### src/rtl/ysyx_22040759_hazard_ctrl.sv
// Pipeline hazard controller for the 5-stage core.
// Stalls and flushes come from four sources, highest priority first:
//   - pipe_freeze while the AXI data port is outstanding (mem_req & ~mem_ready)
//   - redirect flush when EX resolves a taken branch/jump
//   - load-use bubbles (LOAD_LAT per hazard; x0 never stalls)
//   - an IF bubble while the AXI instruction port is not ready
// Ports:
//   clk_i, rst_ni                  clock, asynchronous active-low reset
//   if_id_rs*_i, if_id_rs*_used_i  source registers of the ID instruction
//   id_ex_rd_i, id_ex_memread_i    destination / load flag of the EX instruction
//   br_taken_i                     redirect from EX
//   if_req_i, if_ready_i           AXI instruction port handshake
//   mem_req_i, mem_ready_i         AXI data port handshake
//   cnt_clr_i                      synchronous clear of stall_cycles_o
//   pc_stall_o .. pipe_freeze_o    combinational pipeline controls
//   stall_cycles_o                 saturating count of stalled cycles
//   mem_timeout_o                  sticky: a freeze lasted MAX_WAIT cycles
module ysyx_22040759_hazard_ctrl #(
    parameter int unsigned REG_AW   = 5,
    parameter int unsigned LOAD_LAT = 1,
    parameter int unsigned CNT_W    = 32,
    parameter int unsigned MAX_WAIT = 1024
) (
    input  logic              clk_i,
    input  logic              rst_ni,
    input  logic [REG_AW-1:0] if_id_rs1_i,
    input  logic [REG_AW-1:0] if_id_rs2_i,
    input  logic              if_id_rs1_used_i,
    input  logic              if_id_rs2_used_i,
    input  logic [REG_AW-1:0] id_ex_rd_i,
    input  logic              id_ex_memread_i,
    input  logic              br_taken_i,
    input  logic              if_req_i,
    input  logic              if_ready_i,
    input  logic              mem_req_i,
    input  logic              mem_ready_i,
    input  logic              cnt_clr_i,
    output logic              pc_stall_o,
    output logic              if_id_stall_o,
    output logic              if_id_flush_o,
    output logic              id_ex_bubble_o,
    output logic              id_ex_flush_o,
    output logic              pipe_freeze_o,
    output logic [CNT_W-1:0]  stall_cycles_o,
    output logic              mem_timeout_o
);

    localparam logic StRun     = 1'b0;
    localparam logic StLuStall = 1'b1;

    localparam int unsigned WaitW = $clog2(MAX_WAIT);
    localparam logic [WaitW-1:0] WaitLast = WaitW'(MAX_WAIT - 1);
    localparam logic [2:0] LuInit = 3'(LOAD_LAT - 1);

    logic             state_q, state_d;
    logic [2:0]       lu_cnt_q, lu_cnt_d;
    logic [WaitW-1:0] wait_cnt_q, wait_cnt_d;
    logic [CNT_W-1:0] stall_cycles_q, stall_cycles_d;
    logic             mem_timeout_q, mem_timeout_d;

    logic lu_hit;
    logic freeze;
    logic if_wait;

    assign lu_hit = id_ex_memread_i && (id_ex_rd_i != '0) &&
                    ((if_id_rs1_used_i && (id_ex_rd_i == if_id_rs1_i)) ||
                     (if_id_rs2_used_i && (id_ex_rd_i == if_id_rs2_i)));
    assign freeze  = mem_req_i && !mem_ready_i;
    assign if_wait = if_req_i && !if_ready_i;

    always_comb begin
        pc_stall_o     = 1'b0;
        if_id_stall_o  = 1'b0;
        if_id_flush_o  = 1'b0;
        id_ex_bubble_o = 1'b0;
        id_ex_flush_o  = 1'b0;
        pipe_freeze_o  = 1'b0;
        state_d        = state_q;
        lu_cnt_d       = lu_cnt_q;

        if (!rst_ni) begin
            // Outputs stay quiet while reset is held.
        end else if (freeze) begin
            // Everything holds; a pending br_taken is seen once EX unfreezes.
            pipe_freeze_o = 1'b1;
            pc_stall_o    = 1'b1;
        end else if (br_taken_i) begin
            if_id_flush_o = 1'b1;
            id_ex_flush_o = 1'b1;
            state_d       = StRun;
            lu_cnt_d      = '0;
        end else if ((state_q == StRun && lu_hit) || state_q == StLuStall) begin
            pc_stall_o     = 1'b1;
            if_id_stall_o  = 1'b1;
            id_ex_bubble_o = 1'b1;
            if (state_q == StRun) begin
                if (LOAD_LAT > 1) begin
                    state_d  = StLuStall;
                    lu_cnt_d = LuInit;
                end
            end else if (lu_cnt_q == 3'd1) begin
                // Last bubble of this hazard.
                state_d  = StRun;
                lu_cnt_d = '0;
            end else begin
                lu_cnt_d = lu_cnt_q - 3'd1;
            end
        end else if (if_wait) begin
            pc_stall_o    = 1'b1;
            if_id_flush_o = 1'b1;
        end
    end

    always_comb begin
        wait_cnt_d    = '0;
        mem_timeout_d = mem_timeout_q;
        if (freeze) begin
            wait_cnt_d = (wait_cnt_q == WaitLast) ? wait_cnt_q : wait_cnt_q + 1'b1;
            if (wait_cnt_q == WaitLast) begin
                mem_timeout_d = 1'b1;
            end
        end

        stall_cycles_d = stall_cycles_q;
        if (cnt_clr_i) begin
            stall_cycles_d = '0;
        end else if ((pc_stall_o || pipe_freeze_o) && !(&stall_cycles_q)) begin
            stall_cycles_d = stall_cycles_q + 1'b1;
        end
    end

    always_ff @(posedge clk_i or negedge rst_ni) begin
        if (!rst_ni) begin
            state_q        <= StRun;
            lu_cnt_q       <= '0;
            wait_cnt_q     <= '0;
            stall_cycles_q <= '0;
            mem_timeout_q  <= 1'b0;
        end else begin
            state_q        <= state_d;
            lu_cnt_q       <= lu_cnt_d;
            wait_cnt_q     <= wait_cnt_d;
            stall_cycles_q <= stall_cycles_d;
            mem_timeout_q  <= mem_timeout_d;
        end
    end

    assign stall_cycles_o = stall_cycles_q;
    assign mem_timeout_o  = mem_timeout_q;

endmodule

### config.mk
export PLATFORM = sky130hd
export DESIGN_NAME = ysyx_22040759_hazard_ctrl
export DESIGN_NICKNAME = d
export VERILOG_FILES = /design/src/rtl/ysyx_22040759_hazard_ctrl.sv
export SDC_FILE = /design/constraint.sdc
export NUM_CORES = 1
export LEC_CHECK = 0
export CAP_MARGIN = 20
export CORE_UTILIZATION = 46
export DETAILED_ROUTE_END_ITERATION = 12
export PLACE_DENSITY = 0.77
export SLEW_MARGIN = 30
export SYNTH_ARGS = -nofsm -noshare
export SYNTH_HDL_FRONTEND = slang
export SYNTH_SLANG_ARGS = --single-unit
### constraint.sdc
create_clock -name clk_i -period 2.5 [get_ports clk_i]
set_clock_uncertainty 0.1 [all_clocks]
set_input_delay 0.5 -clock clk_i [delete_from_list [all_inputs] [get_ports clk_i]]
set_output_delay 0.5 -clock clk_i [all_outputs]
set_load 0.02 [all_outputs]
==> Yosys cells after proc, flatten, opt, wreduce, memory -nomap -nowiden <==
Index checks and enable logic that the tools add are counted.
{ "word_totals": {"in_bits": 26, "reg_bits": 47, "wordCells": 67, "output_inout_bits": 39} }
{ "op_classes": {"n_addsub": 3, "eq_ne": 5, "reduce_logical": 22, "bitwise_logic": 2, "muxes": 30} }
{ "op_table": {"columns": ["cell", "n"], "rows": [
  ["32-bit two-way mux", 2],
  ["32-bit by 1-bit adder with 32-bit output (second input constant)", 1],
  ["32-bit AND reduction", 1],
  ["1-bit two-way mux", 22],
  ["10-bit two-way mux", 2],
  ["3-bit two-way mux", 4],
  ["10-bit by 1-bit adder with 10-bit output (second input constant)", 1],
  ["10-bit == test (second input constant)", 1],
  ["5-bit == test", 2],
  ["1-bit logical AND", 8],
  ["2-bit nonzero test", 3],
  ["5-bit nonzero test", 1],
  ["4-bit AND reduction", 1],
  ["3-bit by 1-bit == test with 1-bit output (second input constant)", 1],
  ["1-bit zero test", 3],
  ["1-bit logical OR", 3],
  ["3-bit AND reduction", 1],
  ["3-bit by 1-bit subtractor with 3-bit output (second input constant)", 1],
  ["2-bit inequality test (second input constant)", 1],
  ["1-bit NOT", 2],
  ["2-bit AND reduction", 1]
]} }

==> Logic depth before layout (Yosys ltp) <==
Gate-level depths: netlist (run 1).
{ "depth": {"word_depth": 14, "depth_mapped": 9, "depth_no_buf": 7} }

==> Worst setup path before layout (run 1) <==
Ideal clock, no wire load.
{ "synth_timing": {"path_type": "input-to-output", "start": "input port id_ex_rd_i[1]", "end": "output port pc_stall_o", "path_stages": 7, "path_slack_ns": -0.042, "arrival_time_ns": 1.942, "required_ns": 1.900, "n_path_buf": 2, "path_cell_list": "or4_1 -> o21ai_0 -> inv_1 -> a41oi_2 -> buf_2 -> buf_2 -> inv_1"} }
{ "synth_between": {"elab_chain_cells": 10, "elab_cells_between_ends": 14, "classes_between": "eq/ne (2); mux (4); reduce/logical (8)"} }
{ "synth_lines": {"columns": ["element", "line_no", "text"], "rows": [
  ["start, declared", "30", "input logic [REG_AW-1:0] id_ex_rd_i,"],
  ["5-bit == test (on tied branches)", "66, 67", null],
  ["1-bit logical AND (on tied branches)", "66, 67", null],
  ["1-bit logical OR", "66", "((if_id_rs1_used_i && (id_ex_rd_i == if_id_rs1_i)) ||"],
  ["1-bit logical AND (*)", "65", "assign lu_hit = id_ex_memread_i && (id_ex_rd_i != '0) &&"],
  ["1-bit logical AND (*)", "92", "end else if ((state_q == StRun && lu_hit) || state_q == StLuStall) begin"],
  ["1-bit logical OR (*)", "92", null],
  ["1-bit two-way mux (*)", "92", null],
  ["1-bit two-way mux (*)", "87", "end else if (br_taken_i) begin"],
  ["1-bit two-way mux (*)", "83", "end else if (freeze) begin"],
  ["1-bit two-way mux (*)", "81", "if (!rst_ni) begin"],
  ["end, declared", "38", "output logic pc_stall_o,"]
]} }
Every way passes the cells marked *; elsewhere a longest branch is shown, timed or not.

==> Worst setup path in the final report (run 1) <==
{ "layout_timing": {"start": "input port id_ex_rd_i[0]", "end": "register stall_cycles_q[18], in the netlist stall_cycles_o[18]"} }
{ "layout_between": {"elab_chain_cells": 13, "elab_cells_between_ends": 17, "classes_between": "eq/ne (2); mux (4); reduce/logical (11)"} }
{ "layout_lines": {"columns": ["element", "line_no", "text"], "rows": [
  ["5-bit == test (on tied branches)", "66, 67", null],
  ["1-bit logical AND (on tied branches)", "66, 67", null],
  ["1-bit logical OR", "66", null],
  ["1-bit logical AND (*)", "65", null],
  ["1-bit logical AND (*)", "92", null],
  ["1-bit logical OR (*)", "92", null],
  ["1-bit two-way mux (*)", "92", null],
  ["1-bit two-way mux (*)", "87", null],
  ["1-bit two-way mux (*)", "83", null],
  ["1-bit two-way mux (*)", "81", null],
  ["1-bit logical OR (*)", "127", "end else if ((pc_stall_o || pipe_freeze_o) && !(&stall_cycles_q)) begin"],
  ["1-bit logical AND (*)", "127", null],
  ["2-bit nonzero test (no line) (*)", null, null],
  ["end signal, assigned", "143", "stall_cycles_q <= stall_cycles_d;"],
  ["end, declared", "58", "logic [CNT_W-1:0] stall_cycles_q, stall_cycles_d;"]
]} }
Marks and branches as above.
A chain may end at the register's enable or synchronous reset.

==> results of run 1 <==
[logic make-up after synthesis]
group	synth area share, %
flops	41.4
xor+xnor	4.63
mux	2.73
fa+ha+maj	1.76
simple gates	29.0
compound gates	16.3
buf+inv	4.23
[cells in the final DEF, fill, tap and decap left out, drive strengths merged, types with 2 or more instances in the layout]
cell,instances
a21oi,29
and2,5
and3,7
and4,4
buf,53
clkbuf,7
clkdlybuf4s50,42
dfrtp,47
dlygate4sd2,11
ha,4
inv,8
mux2,6
nand2,25
nand3,9
nand4,12
nor2,21
nor2b,10
nor3,4
nor3b,2
nor4,7
o21a,3
o21ai,16
o31a,2
o31ai,13
o41ai,3
or3,13
or4,16
or4b,2
xnor2,12
xor2,3
[path summary, 6_finish.rpt]
check,slack (ns),to,depth (start not counted),startpoint
max in group asynchronous,1.78,stall_cycles_o[16],3,rst_ni
min in group clk_i,0.38,mem_timeout_o,1,mem_timeout_o
setup / recovery,0.05,stall_cycles_o[18],9,id_ex_rd_i[0]
hold reg to reg,0.38,mem_timeout_o,1,mem_timeout_o
hold / removal,0.21,wait_cnt_q[8],3,rst_ni
setup reg to reg,0.08,stall_cycles_o[27],8,stall_cycles_o[0]
[repair_timing]
item | CTS | global route
gates cloned | 1 | 0
resized for setup | 59 | 29
setup endpoints to repair | 38 | 28
pin swaps | 16 | 13
buffers inserted | 3 | 3
[cell type report]
cell class                      count  area [um^2]
Tap cell                           75         93.8
Fill cell                         495         1840
Sequential cell                    47         1180
Inverter                            8         30.0
Timing Repair Buffer              109          988
Clock inverter                      2         35.0
Multi-Input combinational cell    240         1680
Clock buffer                        6         82.6
[stage by stage]
| stage | hold slack [ns] | util (%) | setup WS, ns | std cells |
|---|---|---|---|---|
| 2_1_floorplan | 0.104 | - | 0.0322 | 315 |
| 3_5_place_dp | 0.361 | 64.1 | -0.822 | 473 |
| 5_1_grt | 0.231 | 68.9 | -0.0437 | 487 |
| 3_3_place_gp | 0.359 | 64.1 | -0.815 | 473 |
| 4_1_cts | 0.213 | 67.0 | -0.0902 | 485 |
| 6_report | 0.210 | 68.9 | 0.0536 | 487 |
[power groups by stage]
stage	registers, W	logic (W)	clock network, W
after floorplan	0.000784	0.0000661	0
after global placement	0.000781	0.000172	0
after detailed placement	0.000781	0.000177	0
after CTS	0.000766	0.000186	0.000589
after global routing	0.000767	0.000209	0.000624
final	0.000766	0.000192	0.000580
[state kept, by name, summed over array words and instances (netlist names)]
register        flops
state_q             1
lu_cnt_q            3
stall_cycles_o     32
mem_timeout_o       1
wait_cnt_q         10
[worst max-delay path: stages]
cell           delay [ns]
dlygate4sd2_1        0.29
xnor2_1              0.16
nand4_1              0.18
o22ai_4              0.23
a41oi_4              0.20
buf_12               0.18
buf_6                0.16
or4_1                0.52
a21oi_1              0.17
[layer usage]
| layer | vias to the layer above | wire length (um) |
|---|---|---|
| met5 | - | 0 |
| met4 | 0 | 65 |
| met3 | 4 | 455 |
| met2 | 82 | 3720 |
| met1 | 1390 | 3210 |
| li1 | 1360 | - |
==> run metrics, run 1 <==
clock slew at reported path FFs around 0.10 ns; DR DRC count 0; CTS tree yes; Avg Cell Area, Syn between 9 and 10 um^2; nets 441; Tightest Pin Transition 0.444 ns; drt via density 5.82; most numerous cell in the Yosys netlist dfrtp_1; die area 0.00649 mm^2; IO buf count 64; Syn Inst Count 315; clock sink count 47; area delta synth->final 43.7%; Logic pwr share between 10% and 20%; P_int 0.00118 W; Max Cap Viol 0; Clock Latency Late Sink around 0.3 ns; DR pass1 iterations 4; sequential share of the synthesized area 41.4%; CP Class in2reg; Final min period ~2.4 ns; chip width 80.6 um; M1 GR Usage 30.1%; first-pass GRT wire length 12000 um; initial antenna violation count 0; Placed Area around 0.0038 mm^2; Distinct cells, synth 46; root buf cell clkbuf_8; final hold vios 0; endpoint class of the critical path register; Power Density 377 mW/mm^2; LEAKAGE 1.67 nW; CTS Buf Count 5; wire length per cell 15.3 um; Final Max Tran Viols 0; Post-Layout Inst Area 0.00408 mm^2; ys flop type dfrtp_1; NetSw 0.000358 W; initial drt markers 159; final setup fails 0; Final Power 0.00154 W; FP Rows 28; most used routing layer met2; gr ovfl total 0; leading area contributor after synthesis dfrtp_1; Arrival @ worst endpoint 2.58 ns; met2 usage 41.2%; status finished, final reports clean; Peak VDD IR 0.230 mV; setup tns final 0 ns; post-cts hold buffer count 0; ant diodes 0; Placer Congestion 0.797; clock power share 37.7%; met3 usage 4.77%; Routed Antenna Nets 0; CP startpoint kind input pin; Req. time, crit path about 2.6 ns; switch share about a quarter; H-tree Lvls 2; final wirelength 7450 um; CORE AREA 0.00592 mm^2; register share of total power 49.8%; Die Span Y 80.6 um; largest cells by area after synthesis dfrtp_1 (41%), a21oi_1 (5.1%), or4_1 (4.2%); unrepaired setup endpoints after global routing yes; Mapped Nets 345; final worst path period share between 90 and 100%; GRT Total Usage 23.9%; HPWL Detailed 5190 um; Worst slew margin 70.3%; pin count of the biggest net entering global routing 30; Ports between 60 and 70; Max Fclk 0.409 GHz; number of global-route vias before repair 2645; ys async rst share 100%; FF+latch count, synth 47; DR vias 2836; peak fanout along the critical path 24; type of the worst min-delay path in2async; Clock Path Buffers 2; initial core utilization between 40% and 50%; synthesized area 0.00284 mm^2; EDFF count, synth 0; commonest cells in the netlist dfrtp_1 (47), a21oi_1 (29), nand2_1 (25); layout cells sized above 1 24.0%; yosys warns 0; share of the synthesized area in the top cell type 41.4%
No activity file was read; power rests on OpenSTA's default activity.
==> run 2: changes to the inputs <==
--- a/config.mk
+++ b/config.mk
@@ -6,10 +6,9 @@
 export NUM_CORES = 1
 export LEC_CHECK = 0
 export CAP_MARGIN = 20
-export CORE_UTILIZATION = 46
+export CORE_UTILIZATION = 51
 export DETAILED_ROUTE_END_ITERATION = 12
-export PLACE_DENSITY = 0.77
-export SLEW_MARGIN = 30
+export PLACE_DENSITY = 0.81
 export SYNTH_ARGS = -nofsm -noshare
 export SYNTH_HDL_FRONTEND = slang
 export SYNTH_SLANG_ARGS = --single-unit
==> constraint.sdc (replaced) <==
create_clock -name clk_i -period 2.44 [get_ports clk_i]
set_clock_uncertainty 0.1 [all_clocks]
set_input_delay 0.488 -clock clk_i [delete_from_list [all_inputs] [get_ports clk_i]]
set_output_delay 0.488 -clock clk_i [all_outputs]
set_load 0.02 [all_outputs]
==> run 2 against run 1 <==
  * Critical endpoint is now id_ex_bubble_o
  * Clock power is 17% higher
  * Critical path depth is 1 higher
  * Flip-flop and latch count unchanged
  * The flow now finishes with violations (negative setup slack)
  * Combinational power rose by 20%
  * Wire length increased by 17%
  * Sequential share of layout area fell by 1.6 points
==> run metrics, run 2 (synthesized netlist as in run 1, its figures left out) <==
CTS tree yes; number of global-route vias before repair 2920 (+10%); GRT Total Usage 30.4% (+6.5 points); nets 440 (-0.23%); DR DRC count 0 (unchanged); final hold vios 0 (unchanged); commonest non-fill, non-tap cell in the layout dfrtp_1; pin count of the biggest net entering global routing 38 (+27%); initial core utilization 54.2% (+6.3 points); unrepaired setup endpoints after global routing yes; setup tns final -0.213 ns (-0.213 ns); Slowest-stage cell, CP o22ai_2; DR vias 3035 (+7.0%); Power Density 392 mW/mm^2 (+4.0%); P_int 0.00131 W (+11%); final wirelength 8730 um (+17%); crit path cell chain buf_8, buf_4, xnor2_2, nand4_1, o22ai_2, buf_4, a21oi_4, buf_6, nor3_4, buf_6; Placed Area 0.00375 mm^2 (-1.2%); CORE AREA 0.00524 mm^2 (-12%); first-pass GRT wire length 14300 um (+19%); final setup fails 4 (+4); clock power share 40.1% (+2.4 points); initial drt markers 287 (+81%); DR pass1 iterations 5 (+1); Logic pwr share 13.6% (+1.1 points); Routed Antenna Nets 0 (unchanged); CTS Buf Count 5 (unchanged); Peak VDD IR 0.300 mV (+30%); worst setup margin -0.0814 ns (-0.135 ns); commonest cells after routing, fill and taps aside dfrtp_1 (45), clkdlybuf4s50_1 (41), buf_4 (31); area delta synth->final 52.3%; Req. time, crit path 1.85 ns (-0.78 ns); max incr delay on CP 0.24 ns (-0.28 ns); Die Span Y 76.6 um (-4.9%); CP startpoint kind input pin; peak fanout along the critical path 2 (-92%); Ports 65 (unchanged); layout cells sized above 1 29.7% (+5.7 points); type of the worst min-delay path in2async; Max Fclk 0.397 GHz; Largest register FFs 32 (unchanged); Final Max Tran Viols 0 (unchanged); Tightest Pin Transition 0.439 ns (-0.00492 ns); post-cts hold buffer count 0 (unchanged); drt via density 6.31 (+8.4%); clock slew at reported path FFs 0.09 ns (about the same); Worst slew margin 70.3% (about the same); NetSw 0.000390 W (+8.8%); failing checks negative setup slack; switch share 23.0% (-0.31 points); gr ovfl total 0 (unchanged); crit path from id_ex_rd_i[4]; Arrival @ worst endpoint 1.93 ns (-0.65 ns); Placer Congestion 0.792 (-0.58%); pre-CTS setup slack -0.876 ns (-0.0546 ns); worst r2r src stall_cycles_o[16]; Clock Latency Late Sink 0.30 ns (about the same); endpoint class of the critical path output port; Fillers 320 (-35%); Post-Layout Inst Area 0.00433 mm^2 (+6.0%); ant diodes 0 (unchanged); initial antenna violation count 0 (unchanged); HPWL Detailed 5050 um (-2.7%); chip width 76.6 um (-4.9%); final worst path period share 103%; status finished, violations left; Clock Path Buffers 2 (unchanged); root buf cell clkbuf_8; Max Cap Viol 0 (unchanged); CP Class in2out; FP Rows 26 (-7.1%); H-tree Lvls 2 (unchanged); Final min period 2.52 ns; IO buf count 64 (unchanged); clock sink count 47 (unchanged); register share of total power 46.3% (-3.5 points); die area 0.00587 mm^2 (-9.6%); wire length per cell 18.1 um (+19%); register area 0.00118 mm^2 (+0.21%); Multi-input gate area 0.00182 mm^2 (+8.9%); LEAKAGE 1.70 nW (+1.8%)
-- run 2: changes by cell type in the layout (fill, tap and decap cells not counted), moves of 5 or more --
cell,delta
buf_6,+5
buf_4,-13
clkdlybuf4s15_1,+7
buf_12,+5
dlygate4sd2_1,-6
-- run 2: area by class of cell --
cell class	count	area share (%)
sequential	47	27.2
inverter	8	0.694
timing repair buffer	108	24.8
multi-input combinational	240	42.2
tap	70	2.02
clock buffer	6	1.68
clock inverter	2	1.39
-- run 2: worst paths after layout --
check | to | slack [ns] | cells past startpoint
min in group clk_i | mem_timeout_o | 0.39 | 1
max | id_ex_bubble_o | -0.08 | 10
max in group asynchronous | stall_cycles_o[16] | 1.61 | 3
min | wait_cnt_q[8] | 0.17 | 3
max reg2reg | stall_cycles_o[29] | 0.01 | 6
min reg2reg | mem_timeout_o | 0.39 | 1
-- run 2: power groups by stage --
| stage | sequential, W | clock [W] | combinational, W |
|---|---|---|---|
| floorplan | 0.000803 | 0 | 0.0000680 |
| global placement | 0.000801 | 0 | 0.000174 |
| detailed placement | 0.000801 | 0 | 0.000178 |
| CTS | 0.000786 | 0.000683 | 0.000232 |
| global route | 0.000786 | 0.000723 | 0.000247 |
| finish | 0.000785 | 0.000680 | 0.000230 |
-- run 2: critical path: cells and delay by family --
kind            cells  cell delay [ns]
compound gates      2             0.30
buf+inv             5             0.67
xor+xnor            1             0.14
simple gates        2             0.34
-- run 2: repair_timing --
| action | in CTS | in global routing |
|---|---|---|
| endpoints found under the setup margin | 38 | 35 |
| pin swaps | 47 | 24 |
| resized for setup | 110 | 31 |
| hold endpoints to repair | 0 | 0 |
| gates cloned | 3 | 0 |
| buffers inserted | 9 | 5 |
-- run 2: routing by layer --
layer,vias up,share of wire [%],global-route usage (%)
li1,1361,-,-
met1,1482,40,40.2
met2,171,50,50.7
met3,21,8.2,4.91
met4,0,1.7,9.81
met5,-,0,0
-- run 2: stage by stage --
stage	instances	hold slack (ns)	utilization (%)	power (W)
6_report	481	0.170	82.6	0.00170
2_1_floorplan	315	0.0924	-	0.000871
3_3_place_gp	459	0.365	71.6	0.000975
4_1_cts	479	0.163	80.7	0.00170
3_5_place_dp	459	0.361	71.6	0.000979
5_1_grt	481	0.168	82.6	0.00176
